--- src/rtl/gate_input_debounce_if.sv ---
// rtl/gate_input_debounce_if.sv - pad-level inputs and debounced outputs of the gate input stage
//
// Bundles the per-channel signals exchanged between the pad side and the
// debounce stage. The stimulus/pad side uses the master modport; the debounce
// block uses the slave modport.
//   ena        count enable (debounce state holds when 0)
//   raw_in     unsynchronized pad levels, one bit per channel
//   level_out  debounced level per channel
//   rise_out   one-cycle strobe on an accepted 0->1
//   fall_out   one-cycle strobe on an accepted 1->0
//   busy_out   channel is counting toward a level change
interface gate_input_debounce_if #(
  parameter int CHANNELS = 2
);
  logic                ena;
  logic [CHANNELS-1:0] raw_in;
  logic [CHANNELS-1:0] level_out;
  logic [CHANNELS-1:0] rise_out;
  logic [CHANNELS-1:0] fall_out;
  logic [CHANNELS-1:0] busy_out;

  modport master (
    output ena,
    output raw_in,
    input  level_out,
    input  rise_out,
    input  fall_out,
    input  busy_out
  );

  modport slave (
    input  ena,
    input  raw_in,
    output level_out,
    output rise_out,
    output fall_out,
    output busy_out
  );
endinterface

--- src/rtl/gate_input_debounce.sv ---
// rtl/gate_input_debounce.sv - per-channel synchronizer and counter debouncer feeding the NAND gate operands
//
// Each channel: two-flop synchronizer, then a consecutive-sample counter that
// accepts a new level only after it has persisted DEBOUNCE_CYCLES enabled
// cycles. Channel 0 drives gate operand A, channel 1 drives operand B.
//   clk      sole clock
//   rst_n    asynchronous active-low reset
//   gate_if  slave side of gate_input_debounce_if (ena, raw_in in;
//            level_out, rise_out, fall_out, busy_out out)
module gate_input_debounce #(
  parameter int CHANNELS        = 2,
  parameter int CNT_WIDTH       = 8,
  parameter int DEBOUNCE_CYCLES = 200
) (
  input  logic                   clk,
  input  logic                   rst_n,
  gate_input_debounce_if.slave   gate_if
);

  // Counter value on which the pending level is accepted.
  localparam logic [CNT_WIDTH-1:0] CNT_LAST = CNT_WIDTH'(DEBOUNCE_CYCLES - 1);
  localparam logic [CNT_WIDTH-1:0] CNT_ONE  = CNT_WIDTH'(1);

  logic [CHANNELS-1:0]  s1_q;
  logic [CHANNELS-1:0]  s2_q;
  logic [CHANNELS-1:0]  level_q;
  logic [CHANNELS-1:0]  level_d;
  logic [CHANNELS-1:0]  rise_q;
  logic [CHANNELS-1:0]  rise_d;
  logic [CHANNELS-1:0]  fall_q;
  logic [CHANNELS-1:0]  fall_d;
  logic [CHANNELS-1:0]  busy;
  logic [CNT_WIDTH-1:0] cnt_q [CHANNELS];
  logic [CNT_WIDTH-1:0] cnt_d [CHANNELS];

  // Synchronizer flops sample every edge; only the debounce state obeys ena.
  always_ff @(posedge clk or negedge rst_n) begin
    if (!rst_n) begin
      s1_q    <= '0;
      s2_q    <= '0;
      level_q <= '0;
      rise_q  <= '0;
      fall_q  <= '0;
      for (int i = 0; i < CHANNELS; i++) begin
        cnt_q[i] <= '0;
      end
    end else begin
      s1_q    <= gate_if.raw_in;
      s2_q    <= s1_q;
      level_q <= level_d;
      rise_q  <= rise_d;
      fall_q  <= fall_d;
      for (int i = 0; i < CHANNELS; i++) begin
        cnt_q[i] <= cnt_d[i];
      end
    end
  end

  always_comb begin
    level_d = level_q;
    rise_d  = '0;
    fall_d  = '0;
    busy    = '0;
    for (int i = 0; i < CHANNELS; i++) begin
      cnt_d[i] = cnt_q[i];
    end

    for (int i = 0; i < CHANNELS; i++) begin
      busy[i] = (cnt_q[i] != '0);
      if (gate_if.ena) begin
        if (s2_q[i] == level_q[i]) begin
          // Input agrees with the accepted level: a bounce back aborts any count.
          cnt_d[i] = '0;
        end else if (cnt_q[i] == CNT_LAST) begin
          // Strobes are registered alongside level so they coincide with it.
          level_d[i] = s2_q[i];
          cnt_d[i]   = '0;
          rise_d[i]  = s2_q[i];
          fall_d[i]  = ~s2_q[i];
        end else begin
          cnt_d[i] = cnt_q[i] + CNT_ONE;
        end
      end
    end
  end

  assign gate_if.level_out = level_q;
  assign gate_if.rise_out  = rise_q;
  assign gate_if.fall_out  = fall_q;
  assign gate_if.busy_out  = busy;

endmodule

--- src/flat_wrapper.sv ---
// flat-port wrapper written by rule: the top's interface ports become plain ports
module gate_input_debounce_flat 
#(
  parameter int CHANNELS        = 2,
  parameter int CNT_WIDTH       = 8,
  parameter int DEBOUNCE_CYCLES = 200
)
  (clk, rst_n, gate_if_ena, gate_if_raw_in, gate_if_level_out, gate_if_rise_out, gate_if_fall_out, gate_if_busy_out);
  gate_input_debounce_if #(.CHANNELS(CHANNELS)) gate_if_i ();
  input  logic clk;
  input  logic rst_n;
  input wire logic [$bits(gate_if_i.ena)-1:0] gate_if_ena;
  input wire logic [$bits(gate_if_i.raw_in)-1:0] gate_if_raw_in;
  output wire logic [$bits(gate_if_i.level_out)-1:0] gate_if_level_out;
  output wire logic [$bits(gate_if_i.rise_out)-1:0] gate_if_rise_out;
  output wire logic [$bits(gate_if_i.fall_out)-1:0] gate_if_fall_out;
  output wire logic [$bits(gate_if_i.busy_out)-1:0] gate_if_busy_out;
  assign gate_if_i.ena = gate_if_ena;
  assign gate_if_i.raw_in = gate_if_raw_in;
  assign gate_if_level_out = gate_if_i.level_out;
  assign gate_if_rise_out = gate_if_i.rise_out;
  assign gate_if_fall_out = gate_if_i.fall_out;
  assign gate_if_busy_out = gate_if_i.busy_out;
  gate_input_debounce #(.CHANNELS(CHANNELS), .CNT_WIDTH(CNT_WIDTH), .DEBOUNCE_CYCLES(DEBOUNCE_CYCLES)) u_core (.clk(clk), .rst_n(rst_n), .gate_if(gate_if_i));
endmodule
--- config.mk ---
export PLATFORM = sky130hd
export DESIGN_NAME = gate_input_debounce_flat
export DESIGN_NICKNAME = d
export VERILOG_FILES = /design/src/rtl/gate_input_debounce_if.sv /design/src/rtl/gate_input_debounce.sv /design/src/flat_wrapper.sv
export SDC_FILE = /design/constraint.sdc
export NUM_CORES = 1
export LEC_CHECK = 0
export CAP_MARGIN = 10
export CORE_ASPECT_RATIO = 1.2
export CORE_MARGIN = 10
export CORE_UTILIZATION = 54
export CTS_BUF_LIST = sky130_fd_sc_hd__clkbuf_16
export DETAILED_ROUTE_END_ITERATION = 10
export PLACE_DENSITY = 0.88
export SETUP_SLACK_MARGIN = 0.1
export SLEW_MARGIN = 20
export SYNTH_ARGS = -nofsm -noshare
export SYNTH_HDL_FRONTEND = slang
export SYNTH_SLANG_ARGS = --single-unit
--- constraint.sdc ---
create_clock -name clk -period 1.8 [get_ports clk]
set_input_delay 0.27 -clock clk [delete_from_list [all_inputs] [get_ports clk]]
set_output_delay 0.27 -clock clk [all_outputs]
set_load 0.03 [all_outputs]
## After elaboration in Yosys (flattened, before gate mapping)

Index checks and enable logic that the tools add are counted.

| cells by class | value |
|---|---|
| bitwise gates (word level) | 4 |
| muxes and demuxes | 16 |
| reduce and logical (&&, ||, !) cells | 4 |
| add/sub/neg operators | 2 |
| equal/unequal tests | 4 |

Operators with widths:

| cell | count |
|---|---|
| $mux 8 | 4 |
| $add 8x1->8 const B | 2 |
| $eq 8x8->1 const B | 2 |
| $reduce_bool 8->1 | 2 |
| $mux 1 | 12 |
| $reduce_and 3->1 | 2 |
| $not 1->1 | 4 |
| $eq 1x1->1 | 2 |

| storage, ports and cells | value |
|---|---|
| output and inout port bits | 8 |
| logic and storage cells | 38 |
| register bits | 26 |

## Depth between registers and ports, before layout

| depth | value |
|---|---|
| depth after elaboration | 4 |
| depth in mapped cells | 6 |
| depth with buffers taken out | 5 |

## Least setup slack after synthesis

Ideal clock, no wire load.

| timing | value |
|---|---|
| kind | register to register |
| start point | reg u_core.cnt_q[0] (netlist bit) |
| end point | reg u_core.cnt_q[7] (netlist bit) |
| path slack | 0.277 ns |
| data arrival time | 1.441 ns |
| stages on the path, launching flop included | 6 |
| buffers on the path | 0 |
| library setup time | 0.082 ns |
| cell sequence | dfrtp_1 -> ha_1 -> and4_4 -> a211oi_4 -> o21ai_1 -> a31oi_1 |

| on the way | value |
|---|---|
| word-level cells in the longest chain between the ends | 3 |
| elaborated cells on any way between the ends | 4 |

Ends and longest elaborated chain:

| what | RTL line | text |
|---|---|---|
| start, declared | gate_input_debounce.sv:33 | `logic [CNT_WIDTH-1:0] cnt_q [CHANNELS];` |
| start signal, assigned by index | gate_input_debounce.sv:54 | `cnt_q[i] <= cnt_d[i];` |
| $add 8x1->8 / $eq 8x8->1 (equally long branches) | gate_input_debounce.sv:81, gate_input_debounce.sv:74 |  |
| $mux 8 * | gate_input_debounce.sv:74 | `end else if (cnt_q[i] == CNT_LAST) begin` |
| $mux 8 * | gate_input_debounce.sv:71 | `if (s2_q[i] == level_q[i]) begin` |

Mark *: on every way between the ends. The rest lies on a longest branch, timed or not.
A chain may end at the register's enable or synchronous reset.

## Final worst setup path

| timing | value |
|---|---|
| start point | reg u_core.cnt_q[8] (netlist bit) |
| end point | out gate_if_busy_out[0] |

| on the way | value |
|---|---|
| word-level cells in the longest chain between the ends | 1 |

Ends and longest elaborated chain:

| what | RTL line | text |
|---|---|---|
| $reduce_bool 8->1 | gate_input_debounce.sv:69 | `busy[i] = (cnt_q[i] != '0);` |
| end, declared | flat_wrapper.sv:17 | `output wire logic [$bits(gate_if_i.busy_out)-1:0] gate_if_busy_out;` |

Every way passes these cells.

==> impl_results.md <==
* WL per Instance at 16.3 µm
* Final Net Count at 148
* VDD IR max at 0.783 mV
* Initial detailed-routing violation count at 36
* Skew final at 0.00329 ns
* Lkg Pwr at 0.744 nW
* # H-tree levels at 1
* Type of origin of the critical path: flop
* Mapped Cells at 109
* Cell Count, Final, Fillers Out at 169
* Initial Util at 55.2%
* Min Clock Period, post-route at 1.66 ns
* Worst path slowest cell: dfrtp_1
* Yosys warns at 0
* Final setup margin at 0.140 ns
* ANT cells at 0
* First-pass GRT wire length at 4510 µm
* Setup TNS at 0 ns
* Final antenna-violating net count at 0
* Reg clk slew, reported paths at 0.06 ns
* Biggest area consumer among synthesized cells: dfrtp_1
* Crit. End Element: output pin
* Final hold violation count at 0
* Vias in the first global route at 1024
* Post-synth EDFFs at 0
* DP Worst Slack at 0.00602 ns
* Largest net degree at the start of global routing at 27
* Mapped Area at 0.00125 mm²
* CTS tree: done
* Synth top area share at 52.2%
* Worst stage delay on the critical path at 0.39 ns
* Global Route Usage Sum at 11.9%
* I/O Buffers at 12
* Synth area leaders: dfrtp_1, ha_1, mux2_2, a31oi_1, nor4b_1
* Slew margin rel. at 68.1%
* R2R Path Start: u_core.cnt_q[1]
* Post-DP HPWL at 1910 µm
* Final Setup Violations at 0
* CP startpoint: u_core.cnt_q[8]
* CP endpoint: gate_if_busy_out[0]
* GRT overflow at 0
* Die width at 63.9 µm
* WP data required at 1.53 ns
* Worst path cell trace: inv_1 -> ha_1 -> nor4b_2 -> nand2_1 -> buf_2
* Final Cycle Share at 92.2%
* Reg2Reg Capture Point: u_core.cnt_q[6]
* WP data arrival at 1.39 ns
* Clock Sinks at 26
* Slew Limit Fails at 0
* Area Overhead vs Synth at 28.4%
* Worst hold path class: flop to flop
* Vias per Instance at 5.78
* Maxcap violations at 0
* Async SR Flop Fraction at 100%
* Flops & latches, synth at 26
* Main synth FF type: dfrtp_1
* Post-Syn Nets at 118
* Detailed Routing Iterations Pass 1 at 4
* Cell Pwr Density at 814 mW/mm²
* Crit-path max FO at 3
* Worst reg-to-reg setup slack at 0.19 ns
* RSZ-0062 raised after global routing: true
* Sequential share of the synthesized area at 52.2%
* Drt total wl at 2760 µm
* Total core area at 0.00226 mm²
* Post-synthesis average cell area at 11.4 µm²
* Crit path kind: flop to output pin
* DRC violations left at 0
* Min Hold Slack at 0.357 ns
* Pwr Total at 1.30 mW
* Worst-Margin Slew at 0.475 ns
* GPL Wtd Cong at 0.805
* Netlist cell types at 31
* Worst-Skew Late Latency at 0.26 ns
* Die area at 0.00464 mm²
* Via Count at 976
* FF-to-FF path depth at 7
* CTS root buf: clkbuf_16
* # IOs at 13
* Num CTS Buffers at 3
* Fmax at 602 MHz
* Clk buf depth at 2
* Status: complete, no violations
* Placed instance count at 163
* Die height at 72.7 µm
* Number of placement rows at 19
* Layout cells sized above 1 at 24.6%
* Initial antenna violation count at 0
[layout make-up]
| cell class | count | area, µm² |
|---|---|---|
| clock buffers | 3 | 75.1 |
| clock inverters | 1 | 3.75 |
| fillers | 149 | 657 |
| inverters | 5 | 18.8 |
| multi-input cells | 76 | 584 |
| flip-flops and latches | 26 | 651 |
| well taps | 31 | 38.8 |
| repair buffers | 27 | 230 |
[layout by cell type, fill, tap and decap left out, types with 3 or more instances in the layout]
master           instances
a21oi_1                  4
xnor2_1                  4
dfrtp_1                 26
ha_1                     3
o21ai_0                  3
nor3b_1                  4
mux2_2                   4
and3_1                   4
buf_4                   13
nand3_1                  6
clkdlybuf4s50_1         10
a22o_1                   3
a31oi_1                  6
clkbuf_16                3
inv_1                    5
nand2_1                  9
[worst min-delay path by stage]
stage,from,end,slack (ns),cells past startpoint
2_1_floorplan,rst_n,u_core.cnt_q[0],-0.03,0
3_3_place_gp,u_core.s1_q[0],u_core.s2_q[0],0.33,0
3_5_place_dp,u_core.s1_q[1],u_core.s2_q[1],0.34,0
4_1_cts,u_core.s1_q[0],u_core.s2_q[0],0.36,0
5_1_grt,u_core.s1_q[0],u_core.s2_q[0],0.37,0
6_report,u_core.s1_q[0],u_core.s2_q[0],0.36,0
[stage by stage]
| stage | instance area [µm²] | utilization (%) |
|---|---|---|
| after floorplan | 1250 | - |
| after global placement | 1490 | 65.9 |
| after detailed placement | 1490 | 65.9 |
| after CTS | 1570 | 69.6 |
| after global routing | 1600 | 70.9 |
| final | 1600 | 70.9 |
[report_power, final]
part / leakage [nW] / internal [mW] / total, mW / switching, mW
registers: 0.349 / 0.608 / 0.631 / 0.0228
logic: 0.357 / 0.0832 / 0.186 / 0.103
clock network: 0.0385 / 0.297 / 0.487 / 0.189
total: 0.744 / 0.988 / 1.30 / 0.315
[synth_stat cells (2+ instances only)]
cell type / count
a21o_1: 2
a21oi_1: 4
a22o_1: 3
a31oi_1: 7
and3_1: 4
and4_4: 2
dfrtp_1: 26
ha_1: 4
inv_1: 5
mux2_2: 4
nand2_1: 9
nand2b_1: 2
nand3_1: 6
nor3_2: 2
nor3b_1: 4
nor4b_1: 4
o21ai_0: 3
o21ai_1: 2
xnor2_1: 4
[cell families (layout without fill, tap and decap cells)]
kind of cell    Yosys count  in the layout  synth area share, %
mux                       4              4                 3.61
fa+ha+maj                 4              4                 4.01
flops                    26             26                 52.2
buf+inv                   7             36                 2.71
xor+xnor                  5              5                 3.51
compound gates           26             26                 15.3
simple gates             37             37                 18.7
[critical path: cells and delay by family, from the launching register on]
family        cells  cell delay [ns]
buf+inv           2             0.28
flops             1             0.39
simple gates      2             0.30
fa+ha+maj         1             0.16
[repair_timing]
| item | 4_1_cts | 5_1_grt |
|---|---|---|
| pin swaps | 1 | 3 |
| setup endpoints to repair | 6 | 7 |
| setup buffers | 2 | 0 |
| gates resized for setup | 10 | 6 |
| hold buffers | 0 | 0 |
[metal layers]
metal,vias to the layer above,part of all wire [%],wire [µm],track usage [%]
li1,462,-,-,-
met1,494,41,1130,12.1
met2,16,55,1520,22.6
met3,4,2.9,81,2.30
met4,0,1.3,36,5.84
met5,-,0,0,0
[sequential cells by signal (all words and copies together) (netlist names)]
register / count
u_core.gate_if.level_out: 2
u_core.cnt_q: 16
u_core.gate_if.fall_out: 2
u_core.s1_q: 2
u_core.s2_q: 2
u_core.gate_if.rise_out: 2
Power figures use the tool's default switching activity.
